### src/rtl/timer_counter.sv
// Memory-mapped programmable down-counter timer with one-shot and
// auto-reload modes; irq feeds one CP0 hardware interrupt line.
module timer_counter (
  input  logic        clk,
  input  logic        reset,
  input  logic [31:0] addr,
  input  logic        we,
  input  logic [31:0] din,
  output logic [31:0] dout,
  output logic        irq
);

  typedef enum logic [1:0] {
    IDLE = 2'd0,
    CNT  = 2'd1,
    INT  = 2'd2
  } state_t;

  state_t      state;
  state_t      state_nxt;
  logic [3:0]  ctrl;
  logic [3:0]  ctrl_nxt;
  logic [31:0] preset;
  logic [31:0] preset_nxt;
  logic [31:0] count;
  logic [31:0] count_nxt;
  logic        flag;
  logic        flag_nxt;

  logic        en;
  logic        im;
  logic        auto_rl;
  logic        wr_ctrl;
  logic        wr_preset;
  logic        fire;
  logic        unused_addr;

  assign en        = ctrl[0];
  assign im        = ctrl[3];
  assign auto_rl   = (ctrl[2:1] == 2'b01);
  assign wr_ctrl   = we && (addr[3:2] == 2'b00);
  assign wr_preset = we && (addr[3:2] == 2'b01);
  assign fire      = (state == CNT) && en
                     && (count == 32'd0);

  assign unused_addr = ^{addr[31:4], addr[1:0]};

  always_ff @(posedge clk) begin
    if (reset) begin
      state  <= IDLE;
      ctrl   <= 4'd0;
      preset <= 32'd0;
      count  <= 32'd0;
      flag   <= 1'b0;
    end else begin
      state  <= state_nxt;
      ctrl   <= ctrl_nxt;
      preset <= preset_nxt;
      count  <= count_nxt;
      flag   <= flag_nxt;
    end
  end

  always_comb begin
    state_nxt  = state;
    ctrl_nxt   = ctrl;
    preset_nxt = preset;
    count_nxt  = count;
    flag_nxt   = flag;

    unique case (state)
      IDLE: begin
        if (en) begin
          count_nxt = preset;
          state_nxt = CNT;
        end
      end
      CNT: begin
        if (!en) begin
          state_nxt = IDLE;
        end else if (count != 32'd0) begin
          count_nxt = count - 32'd1;
        end else begin
          state_nxt = INT;
          flag_nxt  = 1'b1;
        end
      end
      INT: begin
        state_nxt = IDLE;
        if (auto_rl) begin
          flag_nxt = 1'b0;
        end else begin
          ctrl_nxt[0] = 1'b0;
        end
      end
      default: begin
        state_nxt = IDLE;
      end
    endcase

    // A CPU write acknowledges the flag, but a same-edge set wins.
    if (wr_ctrl) begin
      ctrl_nxt = din[3:0];
      if (!fire) begin
        flag_nxt = 1'b0;
      end
    end

    if (wr_preset) begin
      preset_nxt = din;
    end
  end

  always_comb begin
    dout = 32'd0;
    unique case (addr[3:2])
      2'b00:   dout = {28'd0, ctrl};
      2'b01:   dout = preset;
      2'b10:   dout = count;
      default: dout = 32'd0;
    endcase
  end

  assign irq = flag & im;

endmodule

### config.mk
export PLATFORM = sky130hd
export DESIGN_NAME = timer_counter
export DESIGN_NICKNAME = d
export VERILOG_FILES = /design/src/rtl/timer_counter.sv
export SDC_FILE = /design/constraint.sdc
export NUM_CORES = 1
export LEC_CHECK = 0
export BUFFER_PORTS_ARGS = -buffer_cell sky130_fd_sc_hd__buf_2
export CORE_AREA = 2 2 87 89
export DETAILED_ROUTE_END_ITERATION = 12
export DIE_AREA = 0 0 89 91
export PLACE_DENSITY = 0.84
export SLEW_MARGIN = 40
export SYNTH_ARGS = -nofsm -noshare
export SYNTH_HDL_FRONTEND = slang
export SYNTH_SLANG_ARGS = --single-unit
### constraint.sdc
create_clock -name clk -period 4.7 [get_ports clk]
set_input_delay 0.94 -clock clk [delete_from_list [all_inputs] [get_ports clk]]
set_output_delay 0.94 -clock clk [all_outputs]
set_load 0.005 [all_outputs]
### After elaboration in Yosys (flattened, before gate mapping)

Cells that the tools add are included.

* register bits: 71
* bits of input ports: 67
* output and inout bits: 33
* logic and storage cells: 49

* add/subtract/negate cells: 1
* equal/unequal tests: 10
* multiplexer cells: 18
* bitwise gates (word level): 1
* reduce and logical (&&, ||, !) cells: 13

Operators with widths (count)
* $mux W32: 3
* $pmux W32 S3: 1
* $pmux W32 S2: 1
* $logic_not A32 Y1: 1
* $reduce_bool A32 Y1: 1
* $sub A32 B1 Y32 const B: 1
* $mux W1: 8
* $eq A2 B1 Y1 const B: 3
* $mux W2: 3
* $eq A2 B2 Y1 const B: 2
* $logic_and A1 B1 Y1: 4
* $logic_not A2 Y1: 2
* $ne A2 B1 Y1 const B: 2
* $ne A2 B2 Y1 const B: 2
* $pmux W2 S2: 1
* $reduce_and A2 Y1: 2
* $reduce_and A4 Y1: 1
* $reduce_bool A2 Y1: 2
* $ne A3 B3 Y1 const B: 1
* $pmux W1 S2: 1
* $and A1 B1 Y1: 1

### Depth between registers and ports, before layout

* word-level depth: 6
* depth in mapped cells: 10
* depth with buffers taken out: 7

### Least setup slack after synthesis

No wires, ideal clock.

* path kind: input to output
* start: in addr[2]
* end: out dout[14]
* arrival: 2.196 ns
* required time: 3.760 ns
* slack: 1.564 ns
* stages on the path: 5
* path buffers: 3
* path through: clkbuf_1 nor2b_1 clkbuf_1 clkbuf_1 a22o_2

* cells in the longest elaborated chain, start to end: 2
* elaborated cells between the ends (all ways): 4
* those cells by class: 2 x eq/ne; 1 x mux; 1 x reduce/logical

RTL lines
* start, declared: line 6 `input logic [31:0] addr,`
* $eq A2 B2 Y1, or another cell as far along: line 116 `unique case (addr[3:2])`
* $pmux W32 S3 (*): line 116
* end, declared: line 9 `output logic [31:0] dout,`

Mark *: on every way between the ends. The rest lies on a longest branch, timed or not.

### Worst setup path in the final report

* start: in addr[2]
* end: out dout[29]

Same word-level chain as after synthesis.

==> flow_summary_export.csv <==
group,metric,value,unit
outcome,outcome,"finished, final reports clean",
die,ios,100,
worst_setup_path,cpPeakStageDelay,610,ps
worst_setup_path,crit_type,"in -> out",
sta,hold_viol,0,
power_and_ir_drop,total_power,0.00135,W
worst_setup_path,crit_chain,"buf_2 > nor2b_2 > buf_4 > a22o_1 > buf_2",
worst_setup_path,cpLargestDelayFamily,"buffers and inverters",
global_routing,grt_pass1_wl,19.3,mm
power_and_ir_drop,p_per_area,293,nW/µm²
sta,clock_skew,12.2,ps
logic_synthesis,synth_seq_cells,71,
finish,n_antenna_cell,0,
die,rows,31,
worst_setup_path,critical_path.max_fanout,16,
die,dieArea,8100,µm²
clock_network,ctsRootBufferMaster,"clkbuf_8",
placed_design,portBuffers,69,
clock_network,cts_tree,"built",
finish,nFillCells,685,
global_routing,antenna_found_initial,0,
clock_network,cts-buffers-inserted,9,
global_routing,grt-ovfl-total,0,
logic_synthesis,yosys_warnings,0,
logic_synthesis,async_reset_ff_share,0,%
detailed_routing,ant_nets,0,
finish,final_nets,647,
global_routing,grt_pass1_vias,4094,
worst_setup_path,critical-path-slowest-cell,"nor2b_2",
clock_network,holdBufCountCts,0,
detailed_routing,dr.pass1.iters,5,
clock_network,cts.clk_slew.worst_paths,70,ps
placed_design,gp_congestion,0.922,
finish,syn_to_final_growth,13.9,%
finish,multi_input_area,2410,µm²
logic_synthesis,netlist_area,4040,µm²
run,cap_violations,0,
logic_synthesis,synth.area.top_cells,"dfxtp_1 35%, nand2_1 9.7%, a21oi_1 8.7%",
logic_synthesis,synthesis.nets,603,
worst_setup_path,crit_top_cell,"buf_2",
die,core,7140,µm²
detailed_routing,route.detailed.drc,0,
finish,drive_above_1_share,18.8,%
die,die_w,89,µm
clock_network,post_cts_buffers,0,
sta,worst_pin_slew,849,ps
clock_network,h-tree-depth,3,
sta,relSlewSlack,43.3,%
sta,finalSetupTns,0,ps
logic_synthesis,synth_top_area_share,35.2,%
power_and_ir_drop,ir_drop,0.000182,V
global_routing,grt_usage,29.9,%
clock_network,worstSkewPairLatency,360,ps
finish,fin_cells,679,
finish,regArea,1420,µm²
logic_synthesis,avgSynthCellArea,7.61,µm²
clock_network,ctsResizeCount,0,
min_path,min_path_type,"reg -> reg",
die,die_h,91,µm
power_and_ir_drop,leakagePower,1.82,nW
placed_design,dp_cells,663,
finish,postLayoutCoreUtil,64.5,%
sta,slew_violations,0,
sta,rsz0062_at_grt,"false",
global_routing,grt_max_degree,46,
logic_synthesis,synth_top_cell_by_area,"dfxtp_1",
worst_setup_path,cp.arrival,2410,ps
sta,finalSetupViolations,0,
clock_network,cts.path.max_buffers,2,
worst_setup_path,worstPathRequired,3760,ps
worst_setup_path,worst_setup_path_start_kind,"input port",
placed_design,dp_hpwl,7.65,mm
worst_setup_path,crit_buf_inv,3,
die,start_util,56.6,%
logic_synthesis,synth-seq-area-share,35.2,%
detailed_routing,finalWirelength,11.7,mm
detailed_routing,drt_iter0_drc,517,
detailed_routing,viasPerCell,6.32,
worst_setup_path,cp-end-kind,"output pin",
logic_synthesis,synth_edf_count,0,
logic_synthesis,synth_flop_cell,"dfxtp_1",
sta,period_share,71.2,%
logic_synthesis,synth_cells,531,
detailed_routing,wl_per_cell,17.2,µm
sta,post-route-min-period,3350,ps
logic_synthesis,synthDistinctLibCells,61,
clock_network,clock_sinks,71,
detailed_routing,vias,4294,
sta,fmax,0.299,GHz
==> cell usage after synthesis, types with 4 or more instances <==
master	count
nand2_1	104
mux2i_1	9
o32ai_1	15
nor2b_1	6
ha_1	5
clkbuf_1	36
a31oi_1	5
a22o_1	27
a21oi_1	70
dfxtp_1	71
nand3_1	9
o31ai_1	4
o21ai_0	14
a32o_1	5
nor3_1	18
or4_1	6
nand4_1	12
inv_1	9
or3_1	9
a21o_1	4
nor2_1	22
nor4_1	13
==> power by group <==
| group | switching (W) | total, W | internal, W |
|---|---|---|---|
| sequential | 0.0000148 | 0.000630 | 0.000615 |
| combinational | 0.000147 | 0.000225 | 0.0000783 |
| clock | 0.000235 | 0.000492 | 0.000258 |
==> area by class of cell <==
type | count | area share [%]
Tap cell | 99 | 2.69
Timing Repair Buffer | 78 | 8.97
Clock buffer | 12 | 3.15
Sequential cell | 71 | 30.9
Inverter | 11 | 0.897
Clock inverter | 4 | 0.979
Multi-Input combinational cell | 404 | 52.4
==> layout by cell type (no fill, tap or decap), types with 3 or more instances in the layout <==
master and count:
nand2_1 103, dfxtp_1 71, a21oi_1 70, buf_2 69
a22o_1 27, nor2_1 22, nor3_1 18, o32ai_1 15
o21ai_0 14, nand4_1 12, nor4_1 11, clkbuf_8 10
inv_1 9, mux2i_1 9, or3_1 9, nand3_1 9
buf_4 9, or4_1 6, a32o_1 5, a31oi_1 5
ha_1 5, a21o_1 4, nor2b_1 4, o211ai_1 3
o31ai_1 3, o2bb2ai_1 3, o31a_1 3, clkinv_2 3
==> tightest hold or removal path: stages, from the launching register on <==
cell and delay (ps):
dfxtp_1 320, nand2_1 50, a21oi_1 50
==> cells by family after synthesis <==
group / share of synthesized area, %
buffers and inverters: 5.94
AND/OR/NAND/NOR: 26.5
adder cells (fa/ha/maj): 1.55
flip-flops: 35.2
multiplexers: 2.23
AO/OA/AOI/OAI: 28.6
==> flip-flops by register name (all words and copies together), names as in the netlist <==
signal	flops
count	32
ctrl	4
flag	1
preset	32
state	2
==> layer usage <==
metal  routed length, µm  up-vias  global-route usage [%]
li1                    -     2066                       -
met4                 195        0                    10.6
met3                 927       27                    6.91
met5                   0        -                       0
met1                5040     2002                    39.0
met2                5510      199                    48.1
==> through the flow <==
step | cell area, µm² | worst slack (ps) | hold WS [ps]
CTS | 4590 | 1340 | 475
finish | 4600 | 1350 | 474
floorplan | 4040 | 1560 | 433
global placement | 4400 | 1390 | 451
detailed placement | 4400 | 1350 | 464
global route | 4600 | 1240 | 498
==> path summary, 6_finish.rpt <==
path / cells after the start / to / slack [ps] / startpoint
worst max-delay path: 5 / dout[29] / 1350 / addr[2]
worst min register to register: 2 / preset[22] / 470 / preset[22]
worst min-delay path: 2 / preset[22] / 470 / preset[22]
worst max register to register: 6 / count[18] / 1590 / count[14]
Note: power is estimated with default switching activity, not from simulation.
